--- config.mk ---
export PLATFORM = sky130hd
export DESIGN_NAME = rob_wb_arbiter
export DESIGN_NICKNAME = d
export VERILOG_FILES = /design/src/rtl/rob_wb_arbiter_pkg.sv /design/src/rtl/wb_tag_fifo.sv /design/src/rtl/rob_wb_arbiter.sv
export SDC_FILE = /design/constraint.sdc
export NUM_CORES = 1
export LEC_CHECK = 0
export CORE_ASPECT_RATIO = 2
export CORE_UTILIZATION = 45
export CTS_CLUSTER_DIAMETER = 120
export DETAILED_ROUTE_END_ITERATION = 10
export PLACE_DENSITY = 0.83
export SLEW_MARGIN = 20
export SYNTH_ARGS = -nofsm -noshare
export SYNTH_HDL_FRONTEND = slang
export SYNTH_SLANG_ARGS = --single-unit
--- constraint.sdc ---
create_clock -name clk -period 5.14 [get_ports clk]
set_clock_uncertainty 0.2 [all_clocks]
set_input_delay 0.514 -clock clk [delete_from_list [all_inputs] [get_ports clk]]
set_output_delay 0.514 -clock clk [all_outputs]
set_load 0.01 [all_outputs]
--- src/rtl/rob_wb_arbiter_pkg.sv ---
// rob_wb_arbiter_pkg: shared widths and the writeback completion tag type.
package rob_wb_arbiter_pkg;

    localparam int DISPATCH_WIDTH = 2;
    localparam int ROB_ADDR_WIDTH = 6;

    typedef struct packed {
        logic [DISPATCH_WIDTH-1:0] bank_addr;
        logic [ROB_ADDR_WIDTH-1:0] rob_addr;
    } wb_tag_t;

    function automatic int idx_width(input int n);
        return (n > 1) ? $clog2(n) : 1;
    endfunction

endpackage

--- src/rtl/wb_tag_fifo.sv ---
// wb_tag_fifo: per-FU completion tag FIFO with synchronous flush.
module wb_tag_fifo
    import rob_wb_arbiter_pkg::*;
#(
    parameter int DEPTH = 4
) (
    input  logic                    clk,
    input  logic                    rst,
    input  logic                    i_flush,
    input  logic                    i_push,
    input  logic                    i_pop,
    input  wb_tag_t                 i_tag,
    output wb_tag_t                 o_head,
    output logic [$clog2(DEPTH):0]  o_count
);
    localparam int AW = $clog2(DEPTH);
    localparam int CW = AW + 1;

    wb_tag_t        r_mem [DEPTH];
    logic [AW-1:0]  r_wr;
    logic [AW-1:0]  r_rd;
    logic [CW-1:0]  r_count;
    logic           w_push;
    logic           w_pop;

    // Flush beats both push and pop; a full FIFO never accepts, even while popping.
    assign w_push = i_push && !i_flush && (r_count != CW'(DEPTH));
    assign w_pop  = i_pop && !i_flush && (r_count != '0);

    always_ff @(posedge clk or posedge rst) begin
        if (rst) begin
            r_wr    <= '0;
            r_rd    <= '0;
            r_count <= '0;
        end else if (i_flush) begin
            r_wr    <= '0;
            r_rd    <= '0;
            r_count <= '0;
        end else begin
            if (w_push) r_wr <= r_wr + 1'b1;
            if (w_pop) r_rd <= r_rd + 1'b1;
            r_count <= r_count + CW'(w_push) - CW'(w_pop);
        end
    end

    always_ff @(posedge clk) begin
        if (w_push) r_mem[r_wr] <= i_tag;
    end

    assign o_head  = r_mem[r_rd];
    assign o_count = r_count;

endmodule

--- src/rtl/rob_wb_arbiter.sv ---
// rob_wb_arbiter: round-robin drain of per-FU tag FIFOs onto the ROB writeback lanes.
// Optional stall counters are built when ROB_WB_ARB_STATS_EN is defined.
module rob_wb_arbiter
    import rob_wb_arbiter_pkg::*;
#(
    parameter int NUM_FU     = 4,
    parameter int FIFO_DEPTH = 4
) (
    input  logic                                            clk,
    input  logic                                            rst,
    input  logic                                            flush,
    input  logic [NUM_FU-1:0]                               fu_valid,
    output logic [NUM_FU-1:0]                               fu_ready,
    input  wb_tag_t [NUM_FU-1:0]                            fu_tag,
    output logic [DISPATCH_WIDTH-1:0]                       wb_writeback_en,
    output logic [DISPATCH_WIDTH-1:0][DISPATCH_WIDTH-1:0]   wb_bank_addr,
    output logic [DISPATCH_WIDTH-1:0][ROB_ADDR_WIDTH-1:0]   wb_rob_addr,
    output logic [NUM_FU-1:0][31:0]                         stall_cnt
);
    localparam int FW = idx_width(NUM_FU);
    localparam int CW = $clog2(FIFO_DEPTH) + 1;
    localparam int KW = $clog2(DISPATCH_WIDTH + 1);

    wb_tag_t            w_head  [NUM_FU];
    logic [CW-1:0]      w_count [NUM_FU];
    logic [NUM_FU-1:0]  w_grant;
    logic [FW-1:0]      r_rr;
    logic [FW-1:0]      w_next_rr;
    logic [FW-1:0]      w_idx;
    logic [KW-1:0]      w_lane;

    for (genvar f = 0; f < NUM_FU; f++) begin : g_fifo
        wb_tag_fifo #(.DEPTH(FIFO_DEPTH)) u_fifo (
            .clk     (clk),
            .rst     (rst),
            .i_flush (flush),
            .i_push  (fu_valid[f] && fu_ready[f]),
            .i_pop   (w_grant[f]),
            .i_tag   (fu_tag[f]),
            .o_head  (w_head[f]),
            .o_count (w_count[f])
        );
        assign fu_ready[f] = !rst && (w_count[f] < CW'(FIFO_DEPTH));
    end

    // Scan from r_rr; the k-th non-empty FIFO found owns lane k.
    always_comb begin
        w_grant         = '0;
        wb_writeback_en = '0;
        wb_bank_addr    = '0;
        wb_rob_addr     = '0;
        w_next_rr       = r_rr;
        w_lane          = '0;
        w_idx           = '0;
        for (int j = 0; j < NUM_FU; j++) begin
            w_idx = FW'((int'(r_rr) + j) % NUM_FU);
            if (!flush && (w_count[w_idx] != '0) && (int'(w_lane) < DISPATCH_WIDTH)) begin
                w_grant[w_idx] = 1'b1;
                for (int l = 0; l < DISPATCH_WIDTH; l++) begin
                    if (int'(w_lane) == l) begin
                        wb_writeback_en[l] = 1'b1;
                        wb_bank_addr[l]    = w_head[w_idx].bank_addr;
                        wb_rob_addr[l]     = w_head[w_idx].rob_addr;
                    end
                end
                w_lane    = w_lane + 1'b1;
                w_next_rr = FW'((int'(w_idx) + 1) % NUM_FU);
            end
        end
    end

    always_ff @(posedge clk or posedge rst) begin
        if (rst) r_rr <= '0;
        else r_rr <= flush ? '0 : w_next_rr;
    end

`ifdef ROB_WB_ARB_STATS_EN
    logic [NUM_FU-1:0][31:0] r_stall;

    // Saturating; deliberately survives flush so stalls accumulate across pipeline restarts.
    always_ff @(posedge clk or posedge rst) begin
        if (rst) begin
            r_stall <= '0;
        end else begin
            for (int i = 0; i < NUM_FU; i++) begin
                if (fu_valid[i] && !fu_ready[i] && (r_stall[i] != '1)) r_stall[i] <= r_stall[i] + 1'b1;
            end
        end
    end

    assign stall_cnt = r_stall;
`else
    assign stall_cnt = '0;
`endif

endmodule

Word-level counts from Yosys, hierarchy flattened
Memories as Yosys holds them, arrays and structs flattened.
Cells that the tools add are included.

word-level totals
  register bits = 30
  bits in writable memories = 128
  input bits = 39
  output and inout bits = 150
  word-level logic and storage cells = 233
  memories kept = 4

cells by class
  add/sub/neg operators = 24
  magnitude comparators = 19
  equality and inequality tests = 7
  multiplexer cells = 102
  bitwise logic cells = 7
  reduce and logical (&&, ||, !) cells = 57

memories
  name                    words  width  read ports  clocked after memory_dff  wr ports  RTL line           text
  g_fifo[0].u_fifo.r_mem  4      8      1           0                         1         wb_tag_fifo.sv:19  wb_tag_t r_mem [DEPTH];
  g_fifo[1].u_fifo.r_mem  4      8      1           0                         1         wb_tag_fifo.sv:19
  g_fifo[2].u_fifo.r_mem  4      8      1           0                         1         wb_tag_fifo.sv:19
  g_fifo[3].u_fifo.r_mem  4      8      1           0                         1         wb_tag_fifo.sv:19

operators by type and width
  operator             count
  $mux 2               33
  $bmux 8 s2           4
  $mux 8               8
  $mux 6               7
  $mux 12              3
  $mux 3               12
  $logic_and 1x1->1    35
  $add 2x1->2 const B  14
  $mux 4               7
  $bmux 3 s2           4
  $reduce_bool 3->1    8
  $mux 1               20
  $reduce_bool 2->1    8
  $add 3x1->3          4
  $ge 3x3->1 const B   4
  $lt 2x3->1 const B   4
  $lt 3x3->1 const B   4
  $ne 3x3->1 const B   4
  $not 2->3            4
  $or 4x4->4           3
  $sub 3x1->3          4
  $demux 1 s2          4
  $ge 2x1->1 const B   4
  $eq 2x2->1 const B   3
  5 further kinds      11

Depth between registers and ports, before layout
  depth in word-level cells = 20
  gate-level depth with buffers = 22

By module
Synthesis repeated with hierarchy kept, for this count alone.

second synthesis, totals
  cell total of the unflattened synthesis = 725
  area, all modules = 9,590.4 um^2

modules (own cells, without submodules)
  module          instances  cells each  area each (um^2)  seq. area each (um^2)
  wb_tag_fifo     4          86          1,635.3           1,136.1
  rob_wb_arbiter  1          381         3,049.2           50.0

Worst setup path after synthesis
No wires, ideal clock.

  path type = reg-to-reg
  from = register r_rr[0]
  to = register g_fifo[2].u_fifo.r_count[2]
  library setup time = 0.132 ns
  data arrival time = 4.835 ns
  data required time = 4.808 ns
  slack = -0.026 ns
  stages on the path, launching flop included = 23
  path buffers = 4
  clock period less this slack = 5.166 ns
  cell sequence = dfrtp_1 -> buf_6 -> inv_1 -> buf_2 -> clkbuf_1 -> ha_1 -> mux4_2 -> nand2_2 -> inv_2 -> ha_1 -> or2_1 -> buf_6 -> a2111oi_4 -> o221ai_1 -> a41oi_2 -> ha_1 -> inv_1 -> ha_1 -> inv_1 -> fa_1 -> xor2_1 -> xnor2_1 -> nor2_1

between the ends
  longest elaborated chain between the ends = 20

RTL lines
  what                                        RTL line              text
  from (decl)                                 rob_wb_arbiter.sv:27  logic [FW-1:0] r_rr;
  from (signal assigned)                      rob_wb_arbiter.sv:74  else r_rr <= flush ? '0 : w_next_rr;
  $not 2->3 (implied by the code)             rob_wb_arbiter.sv:57  if (!flush && (w_count[w_idx] != '0) && (int'(w_lane) < DISPATCH_WIDTH)) begin
  $bmux 3 s2                                  rob_wb_arbiter.sv:57
  $mux 3 (implied by the code) (2 in series)  rob_wb_arbiter.sv:57
  $reduce_bool 3->1                           rob_wb_arbiter.sv:57
  $logic_and 1x1->1                           rob_wb_arbiter.sv:57
  $mux 1                                      rob_wb_arbiter.sv:57
  $lt 2x2->1                                  rob_wb_arbiter.sv:57
  $logic_and 1x1->1                           rob_wb_arbiter.sv:57
  [2 not listed]                              -
  $logic_and 1x1->1                           rob_wb_arbiter.sv:57
  $mux 2                                      rob_wb_arbiter.sv:57
  $lt 2x2->1                                  rob_wb_arbiter.sv:57
  $logic_and 1x1->1                           rob_wb_arbiter.sv:57
  $mux 4 *                                    rob_wb_arbiter.sv:57
  $logic_and 1x1->1 * (2 in series)           wb_tag_fifo.sv:28     assign w_pop = i_pop && !i_flush && (r_count != '0);
  $sub 3x1->3 *                               wb_tag_fifo.sv:42     r_count <= r_count + CW'(w_push) - CW'(w_pop);
  $mux 3 *                                    wb_tag_fifo.sv:35     end else if (i_flush) begin
  to (signal assigned)                        wb_tag_fifo.sv:42
  to (decl)                                   wb_tag_fifo.sv:22     logic [CW-1:0] r_count;

Mark *: on every way between the ends. The rest lies on a longest branch, timed or not. The select of a mux whose other input is x is not followed.
A chain may end at the register's enable or synchronous reset.

Worst setup path after layout
  from = register g_fifo[3].u_fifo.r_count[1]
  to = output port wb_writeback_en[1]

between the ends
  longest elaborated chain between the ends = 15

RTL lines
  what                                                RTL line                                    text
  from (decl)                                         wb_tag_fifo.sv:22
  from (signal assigned)                              wb_tag_fifo.sv:42
  $bmux 3 s2                                          rob_wb_arbiter.sv:57
  $mux 3 (implied by the code) (2 in series)          rob_wb_arbiter.sv:57
  $reduce_bool 3->1                                   rob_wb_arbiter.sv:57
  $logic_and 1x1->1                                   rob_wb_arbiter.sv:57
  $mux 1                                              rob_wb_arbiter.sv:57
  $lt 2x2->1                                          rob_wb_arbiter.sv:57
  $logic_and 1x1->1                                   rob_wb_arbiter.sv:57
  $mux 2                                              rob_wb_arbiter.sv:57
  $lt 2x2->1                                          rob_wb_arbiter.sv:57
  $logic_and 1x1->1                                   rob_wb_arbiter.sv:57
  $mux 2                                              rob_wb_arbiter.sv:57
  $lt 2x2->1 / $eq 2x2->1 (equally long branches)     rob_wb_arbiter.sv:57, rob_wb_arbiter.sv:60
  $logic_and 1x1->1 / $mux 1 (equally long branches)  rob_wb_arbiter.sv:57, rob_wb_arbiter.sv:60
  $mux 2 *                                            rob_wb_arbiter.sv:57
  to (decl)                                           rob_wb_arbiter.sv:15                        output logic [DISPATCH_WIDTH-1:0] wb_writeback_en,

Marked as above.

==> metrics.md <==
| Metric | Value |
|---|---|
| Status | complete, no violations |
| Reg-to-reg critical path endpoint | g_fifo[2].u_fifo.o_count[2]$_DFF_PP0_ |
| Via/cell ratio | 5.17 |
| CTS clk-pin slew, worst paths | about 0.06 ns |
| Compound-Gate Fraction of Synth Area | about 7.9% |
| Share of cells above drive strength 1 | between 10% and 20% |
| Yosys warns | 0 |
| TritonCTS clock tree | yes |
| CP Launch Type | flop |
| Synth Register Bits | 158 |
| Synth Area in XOR/XNOR | under 10% |
| N_diodes | 0 |
| Simple-Gate Fraction of Synth Area | 9.82% |
| TritonCTS buffer count | 17 |
| Seq/Total Area, Yosys | between 40% and 50% |
| Sequential Power Share | 28.0% |
| Async S/R FF share, synth | 19.0% |
| Initial cell density of the core | approximately 46% |
| Synth cell types | between 50 and 60 |
| Core area | between 20000 and 25000 µm² |
| Setup TNS | 0 ns |
| Pwr Density | 535 nW/µm² |
| CP required | approximately 4.4 ns |
| First-pass GRT wire length | about 30 mm |
| Die Footprint | approximately 21000 µm² |
| Cell chosen for the clock root | clkbuf_16 |
| Area growth, synth to finish | 12.7% |
| Post-route cell area | between 10000 and 15000 µm² |
| Die height | 206 µm |
| Worst hold-check path type | input port to async pin |
| Worst vdd ir | roughly 0.00039 V |
| Comb pwr share | roughly 47% |
| Sw frac | a little under two fifths |
| GPL Wtd Cong | between 0.9 and 1 |
| Cell area after synthesis | between 9000 and 10000 µm² |
| R2r setup slk | 0.49 ns |
| Max Slew Vio Count | 0 |
| Dominant cell type by area after synthesis | edfxtp_1 |
| Slew @ Worst Pin | 0.741 ns |
| Detailed Routing Iterations Pass 1 | 5 |
| Htree depth | 4 |
| Antenna violations before repair | 0 |
| Pin count of the biggest net entering global routing | 40 |
| Cell count after synthesis | 759 |
| GRT Residual Overflow | 0 |
| Chip Width | 104 µm |
| Tot Pwr | around 5.6 mW |
| R2r startpoint | g_fifo[3].u_fifo.o_count[1]$_DFF_PP0_ |
| Ports | approximately 190 |
| Hold_buf cts | 0 |
| Main combinational cell family by area after synthesis | buffers and inverters |
| WL final | 19.2 mm |
| Min Hold Slack | 0.325 ns |
| Fmax | 200 MHz |
| EDFF count, synth | 128 |
| Row cnt | 74 |
| All-Layer GR Usage | 18.9% |
| Crit-path max FO | 12 |
| Most common flop cell mapped by yosys | edfxtp_1 |
| CP Data Arrival Time | 4.28 ns |
| Max cap viols | 0 |
| Final hold violation count | 0 |
| Via Count | about 5700 |
| Reg2reg path depth | 18 |
| Clock Latency Late Sink | 0.43 ns |
| Placement-stage cell area | between 9000 and 10000 µm² |
| Routed len/inst | around 17 µm |
| Int Pwr | around 3.6 mW |
| Final Cycle Share | a little over nine tenths |
| Vias in the first global route | between 5000 and 6000 |
| Synth top area cells | edfxtp_1 41%, buf_4 10%, mux4_2 8.9% |
| Avg Inst Size Synth | between 10 and 15 µm² |
| RSZ-0062 raised after global routing | no |
| Detail Route Antenna Nets | 0 |
| Power dissipated by switching net loads | roughly 2.1 mW |
| Mux cell area share after synthesis | about an eighth |
| DRC Markers | 0 |
| Dpl hpwl | 14.6 mm |
| Finish-stage setup viols | 0 |
| Drt first-iter violations | between 200 and 250 |
| CP Capture Type | output port |
| Leakage power | about 4 nW |
| Clock Tree Buf Depth | 2 |
| Synth Area in Adders | between 5 and 6% |
| Nets | around 910 |
| Slew HR | roughly half |
| Clock Power Share | between 20% and 30% |
| Clock sinks | ~160 |
| Port Buffers | 60 |
| Synth top area share | approximately 40% |
| Min cycle time layout | ~5.0 ns |
| CP Class | flop to output port |
worst max-delay path, stage by stage, from the launching register on:
cell	delay [ns]
dfrtp_2	0.46
or3_1	0.39
mux4_2	0.55
nand2_4	0.13
inv_2	0.05
ha_1	0.20
or2_4	0.31
nor4_4	0.24
buf_4	0.16
o21ai_4	0.12
and3b_1	0.22
buf_6	0.15
or3_1	0.38
clkdlybuf4s50_1	0.49
metrics by stage:
step           utilization [%]  cells  setup slack, ns
5_1_grt                   51.6   1107          0.00769
3_5_place_dp              47.9   1071            0.179
2_1_floorplan                -    886            0.117
4_1_cts                   51.3   1105           0.0282
6_report                  51.6   1107            0.143
3_3_place_gp              47.9   1071            0.228
power by group through the flow:
stage	sequential [mW]	combinational, mW	clock, mW
after floorplan	1.54	1.85	0
after global placement	1.59	2.50	0
after detailed placement	1.60	2.54	0
after CTS	1.58	2.58	1.40
after global routing	1.59	2.89	1.46
final	1.58	2.66	1.39
placed cells by master (no fill, tap or decap), types with 17 or more instances in the layout:
cell type,n
conb_1,128
edfxtp_1,128
nand2_1,67
clkdlybuf4s50_1,59
nor2_1,46
mux4_2,37
ha_1,35
o21ai_0,32
dfrtp_1,28
mux2i_1,24
buf_4,24
inv_1,23
a21oi_1,18
and2_1,18
clkbuf_16,17
worst max-delay path by stage:
stage	start	end	slack, ns	cells past startpoint
4_1_cts	g_fifo[3].u_fifo.o_count[1]$_DFF_PP0_	wb_rob_addr[8]	0.03	13
6_report	g_fifo[3].u_fifo.o_count[1]$_DFF_PP0_	wb_writeback_en[1]	0.14	13
5_1_grt	g_fifo[3].u_fifo.o_count[1]$_DFF_PP0_	wb_bank_addr[3]	0.008	13
3_3_place_gp	flush	wb_rob_addr[8]	0.23	12
2_1_floorplan	r_rr[0]$_DFFE_PP0P_	g_fifo[2].u_fifo.o_count[2]$_DFF_PP0_	0.12	22
3_5_place_dp	flush	wb_rob_addr[8]	0.18	12
metal layers:
metal	vias to the layer above	GRT usage, %	part of all wire, %
li1	2632	-	-
met1	2773	19.1	36
met2	268	34.9	54
met3	48	3.33	4.4
met4	0	13.2	5.6
met5	-	0	0
repair_timing:
action / in CTS / in global routing
gates resized for setup: 4 / 11
endpoints found under the setup margin: 17 / 17
buffers inserted: 2 / 2
pin swaps: 2 / 3
cells in the mapped netlist, drive strengths merged (12+ instances only):
cell type  instances
nand2             68
a21oi             18
inv               25
nor2              47
edfxtp           128
clkbuf            18
a22oi             12
mux4              37
buf              144
mux2i             25
xnor2             12
dfrtp             30
o21ai             35
and2              18
ha                35
cell type report:
type | instances | area [µm²]
fillers | 1683 | 9860
flip-flops and latches | 158 | 4600
multi-input cells | 540 | 4040
repair buffers | 85 | 795
clock buffers | 17 | 425
well taps | 266 | 333
clock inverters | 15 | 231
inverters | 26 | 97.6
logic make-up after synthesis:
kind of cell               count (synthesis)
adders and majority gates                 39
and+or+nand+nor                          186
other                                      1
xor gates and xnor gates                  16
DFF                                      158
AOI/OAI and AO/OA                        101
muxes                                     70
buffers and inverters                    188
state kept, by name, summed over array words and instances, names as in the netlist:
signal / cells
g_fifo.u_fifo.r_mem: 128
r_rr: 2
g_fifo.u_fifo.o_count: 12
g_fifo.u_fifo.r_rd: 8
g_fifo.u_fifo.r_wr: 8
No activity file was read; power rests on OpenSTA's default activity.
==> variant 1, RTL diff (same flow settings) <==
The option `ROB_WB_ARB_STATS_EN` is turned on by a define.
--- a/src/rtl/rob_wb_arbiter.sv
+++ b/src/rtl/rob_wb_arbiter.sv
@@ -1,5 +1,7 @@
 // rob_wb_arbiter: round-robin drain of per-FU tag FIFOs onto the ROB writeback lanes.
 // Optional stall counters are built when ROB_WB_ARB_STATS_EN is defined.
+`define ROB_WB_ARB_STATS_EN
+
 module rob_wb_arbiter
     import rob_wb_arbiter_pkg::*;
 #(
Check against the original RTL: not settled (the Yosys comparison gave no result); the edit may change what the design does.
==> variant 1 against the original RTL <==
  * Synthesized area rose by 50%
  * Setup slack better by 0.16 ns
  * Final area rose by 64%
  * Power up 45%
  * Synthesized cell count is 45% higher
  * Routed wire length up 84%
  * Combinational power rose by 24%
  * Sequential cell count increased by 128
  * Largest cell class unchanged
  * Largest power group unchanged
==> variant 1: results (changes against the original RTL) <==
| Metric | Value |
|---|---|
| Nonclk buf count | 207 (+140%) |
| Sw Share | 35.65% (-1.2 points) |
| Layout cells sized above 1 | 11.74% (-3.4 points) |
| Total GRT Usage | 22.74% (+3.9 points) |
| Reg power frac | 34.9% (+6.9 points) |
| Clock buffer count | 27 (+10) |
| Sink Count | 286 (+81%) |
| Combinational logic power | 3310 uW (+24%) |
| #MultiIn Comb | 735 (+36%) |
| Combinational share of power | 40.7% (-6.6 points) |
| WL met3 | 1392 um (+66%) |
| Fraction of area in multi-input gates | 34.15% (-4.2 points) |
| Outcome | finished, final reports clean |
| Top cells by area in the synthesized netlist | dfrtp_1 28%, edfxtp_1 27%, mux4_2 9.2% |
| Multiplexer share of the synthesized area | 9.865% (-2.7 points) |
| Largest net degree at the start of global routing | 90 (+130%) |
| Hold Crit Class | flop to flop |
| Met2 WL | 19250 um (+85%) |
| Inverters | 44 (+69%) |
| Via density | 5.770 (+12%) |
| Post-synth ARST share | 55.24% (+36 points) |
| Worst VDD drop | 0.3141 mV (-20%) |
| Top cells by count, synth | 158 x dfrtp_1, 128 x edfxtp_1, 94 x nand2_1, 85 x xnor2_1, 82 x nor2_1 |
| DR iter-0 viols | 617 (+160%) |
| Cell variety after synth | 59 (+3.5%) |
| Place WS | 0.5110 ns (+0.3316 ns) |
| Gate Count Post-Synth | 1097 (+45%) |
| Final HPWL DP | 26210 um (+79%) |
| Vias in the first global route | 10230 (+82%) |
| Placed cell count | 1643 (+53%) |
| LEAKAGE | 0.006673 uW (+64%) |
| DRT Wirelength | 35270 um (+84%) |
| ClkCell Share | 5.131% (-1.1 points) |
| Synth Area in Adders | 3.975% (-1.6 points) |
| First-pass GRT wire length | 55730 um (+85%) |
| Slew @ Worst Pin | 0.9287 ns (+0.1873 ns) |
| Compound-Gate Fraction of Synth Area | 5.111% (-2.8 points) |
| GRT met3 Usage | 3.192% (-0.13 points) |
| M1 wire length | 11660 um (+70%) |
| Main synth FF type | dfrtp_1 |
| H-tree levels | 1 (-3) |
==> variant 1: cell types whose count changed after synthesis, moves of 24 or more <==
cell     delta
nand4_1    +28
nor2_1     +36
nand3_1    +46
nand2_1    +27
buf_4     -128
xnor2_1    +73
xor2_1     +47
dfrtp_1   +128
o21ai_0    -24
==> variant 1: what timing repair did <==
action | in CTS | in global routing
hold buffers | 0 | 0
setup endpoints to repair | 0 | 17
gates resized for setup | 0 | 4
hold endpoints to repair | 0 | 0
setup buffers | 0 | 1
==> variant 1: final timing paths <==
check	from	to
worst max-delay path	r_rr[0]	wb_rob_addr[11]
worst min-delay path	stall_cnt[93]	stall_cnt[93]
worst max register to register	r_rr[0]	g_fifo[3].u_fifo.o_count[2]
worst min register to register	stall_cnt[93]	stall_cnt[93]
max in group asynchronous	rst	stall_cnt[117]
min in group asynchronous	rst	stall_cnt[37]
==> variant 2, RTL diff (same flow settings) <==
Without the edit above. Set the parameter `NUM_FU` to 8 (it was 4).
--- a/src/rtl/rob_wb_arbiter.sv
+++ b/src/rtl/rob_wb_arbiter.sv
@@ -3,7 +3,7 @@
 module rob_wb_arbiter
     import rob_wb_arbiter_pkg::*;
 #(
-    parameter int NUM_FU     = 4,
+    parameter int NUM_FU     = 8,
     parameter int FIFO_DEPTH = 4
 ) (
     input  logic                                            clk,
Ports: changed (resized fu_ready, fu_tag, fu_valid and stall_cnt); port bits go from 189 to 357. The function was not compared with the original's and may differ.
==> variant 2 against the original RTL <==
  * Clock power increased by 40%
  * Routed wire length increased to 3.5 times the old value
  * Power increased to 3.5 times the old value
  * Sequential cell count increased by 157
  * The flow now finishes with violations (setup timing)
  * Non-clock buffer count increased by 258
  * Synthesized area increased by 110%
  * Setup slack got worse by 2.5 ns
  * Final area increased by 130%
==> variant 2: results (changes against the original RTL) <==
| Metric | Value |
|---|---|
| First-pass GRT wire length | 97210 um (+220%) |
| Crit Path Max Fanout | 8 (-4) |
| Slew @ Worst Pin | 0.9399 ns (+0.1984 ns) |
| Via density | 5.872 (+14%) |
| Final worst setup slack | -2.383 ns (-2.526 ns) |
| Clock Latency Late Sink | 0.57 ns (+0.14 ns) |
| Place WS | -2.944 ns (-3.123 ns) |
| Outcome | finished, violations left |
| Initial antenna violation count | 2 (+2) |
| Failing checks | setup timing |
| Final HPWL DP | 52040 um (+260%) |
| Layout fillers | 3492 (+110%) |
| Period utilization | 146.4% (+49 points) |
| Largest net degree at the start of global routing | 75 (+88%) |
| Placed cell count | 2454 (+130%) |
| H-tree levels | 1 (-3) |
| Sequential-to-total area share from yosys stat | 45.70% (-3.6 points) |
| DRT Wirelength | 67560 um (+250%) |
| CTS Buf Count | 24 (+7) |
| Top cells by area in the synthesized netlist | edfxtp_1 38%, mux4_2 11%, buf_4 9.6% |
| Routed wire per std cell | 26.81 um (+55%) |
| Endpoints failing setup | 61 (+61) |
| Max reg flops | 256 (+100%) |
| Layout cells sized above 1 | 26.85% (+12 points) |
| Post-synth ARST share | 18.73% (-0.26 points) |
| Total GRT Usage | 30.27% (+11 points) |
| Synthesized area per cell | 12.04 um^2 (-2.0%) |
==> variant 2: cell type report <==
class	instances	area [um^2]	share of cell area, %
clock inverter	13	135.1	0.5698
timing repair buffer	343	2958	12.47
sequential	315	9165	38.65
tap	555	694.4	2.928
inverter	59	221.5	0.9338
clock buffer	31	668.1	2.817
multi-input combinational	1202	9868	41.61
antenna	2	5.005	0.02110
==> variant 2: worst max-delay path, delay by kind of cell, from the launching register on <==
family                     cells  cell delay, ns
DFF                            1            0.41
muxes                          1            0.39
buffers and inverters          7            0.78
adders and majority gates      9            2.17
xor gates and xnor gates       4            0.63
AOI/OAI and AO/OA              5            1.21
and+or+nand+nor               11            1.55
==> variant 2: metrics by stage <==
stage | total power, uW | area (um^2) | TNS, ns
final | 19940 | 23720 | -118.74
after global routing | 20710 | 23720 | -132.39
after CTS | 19390 | 23660 | -118.75
after detailed placement | 16620 | 22360 | -143.35
after global placement | 16580 | 22360 | -136.38
after floorplan | 10530 | 21290 | -141.85
==> variant 2: layer usage <==
layer / vias up / track usage [%] / share of wire (%)
met4: 0 / 25.19 / 9.9
met1: 7270 / 29.83 / 31
met3: 293 / 4.485 / 6.8
li1: 6283 / - / -
met2: 951 / 54.54 / 53
met5: - / 0 / 0
==> variant 2: repair_timing <==
| item | in CTS | in global routing |
|---|---|---|
| endpoints found under the setup margin | 61 | 61 |
| buffers inserted | 36 | 8 |
| pin swaps | 38 | 28 |
| gates resized for setup | 138 | 31 |
==> variant 2: worst paths after layout <==
check | to | slack [ns] | cells after the start | startpoint
worst max-delay path | g_fifo[7].u_fifo.o_count[2] | -2.38 | 37 | r_rr[0]
worst min-delay path | g_fifo[1].u_fifo.r_rd[1] | 0.33 | 5 | flush
worst max register to register | g_fifo[7].u_fifo.o_count[2] | -2.38 | 37 | r_rr[0]
worst min register to register | g_fifo[7].u_fifo.r_wr[1] | 0.38 | 2 | g_fifo[7].u_fifo.r_wr[1]
max in group asynchronous | g_fifo[4].u_fifo.r_wr[0] | 3.05 | 3 | rst
min in group asynchronous | g_fifo[1].u_fifo.r_rd[0] | 0.90 | 2 | rst
==> variant 2: power by group through the flow <==
| stage | sequential, uW | combinational, uW | clock [uW] |
|---|---|---|---|
| 6_report | 3110 | 14900 | 1940 |
| 5_1_grt | 3140 | 15500 | 2040 |
| 4_1_cts | 3110 | 14300 | 1960 |
| 3_5_place_dp | 3150 | 13500 | 0 |
| 3_3_place_gp | 3140 | 13400 | 0 |
| 2_1_floorplan | 3080 | 7450 | 0 |
==> variant 2: cell families after synthesis <==
group	count (synthesis)	share of synthesized area (%)
buffers and inverters	403	12.46
and+or+nand+nor	391	9.616
DFF	315	45.70
AOI/OAI and AO/OA	252	9.573
muxes	190	15.94
adders and majority gates	76	5.042
xor gates and xnor gates	37	1.654
other	1	0.01870
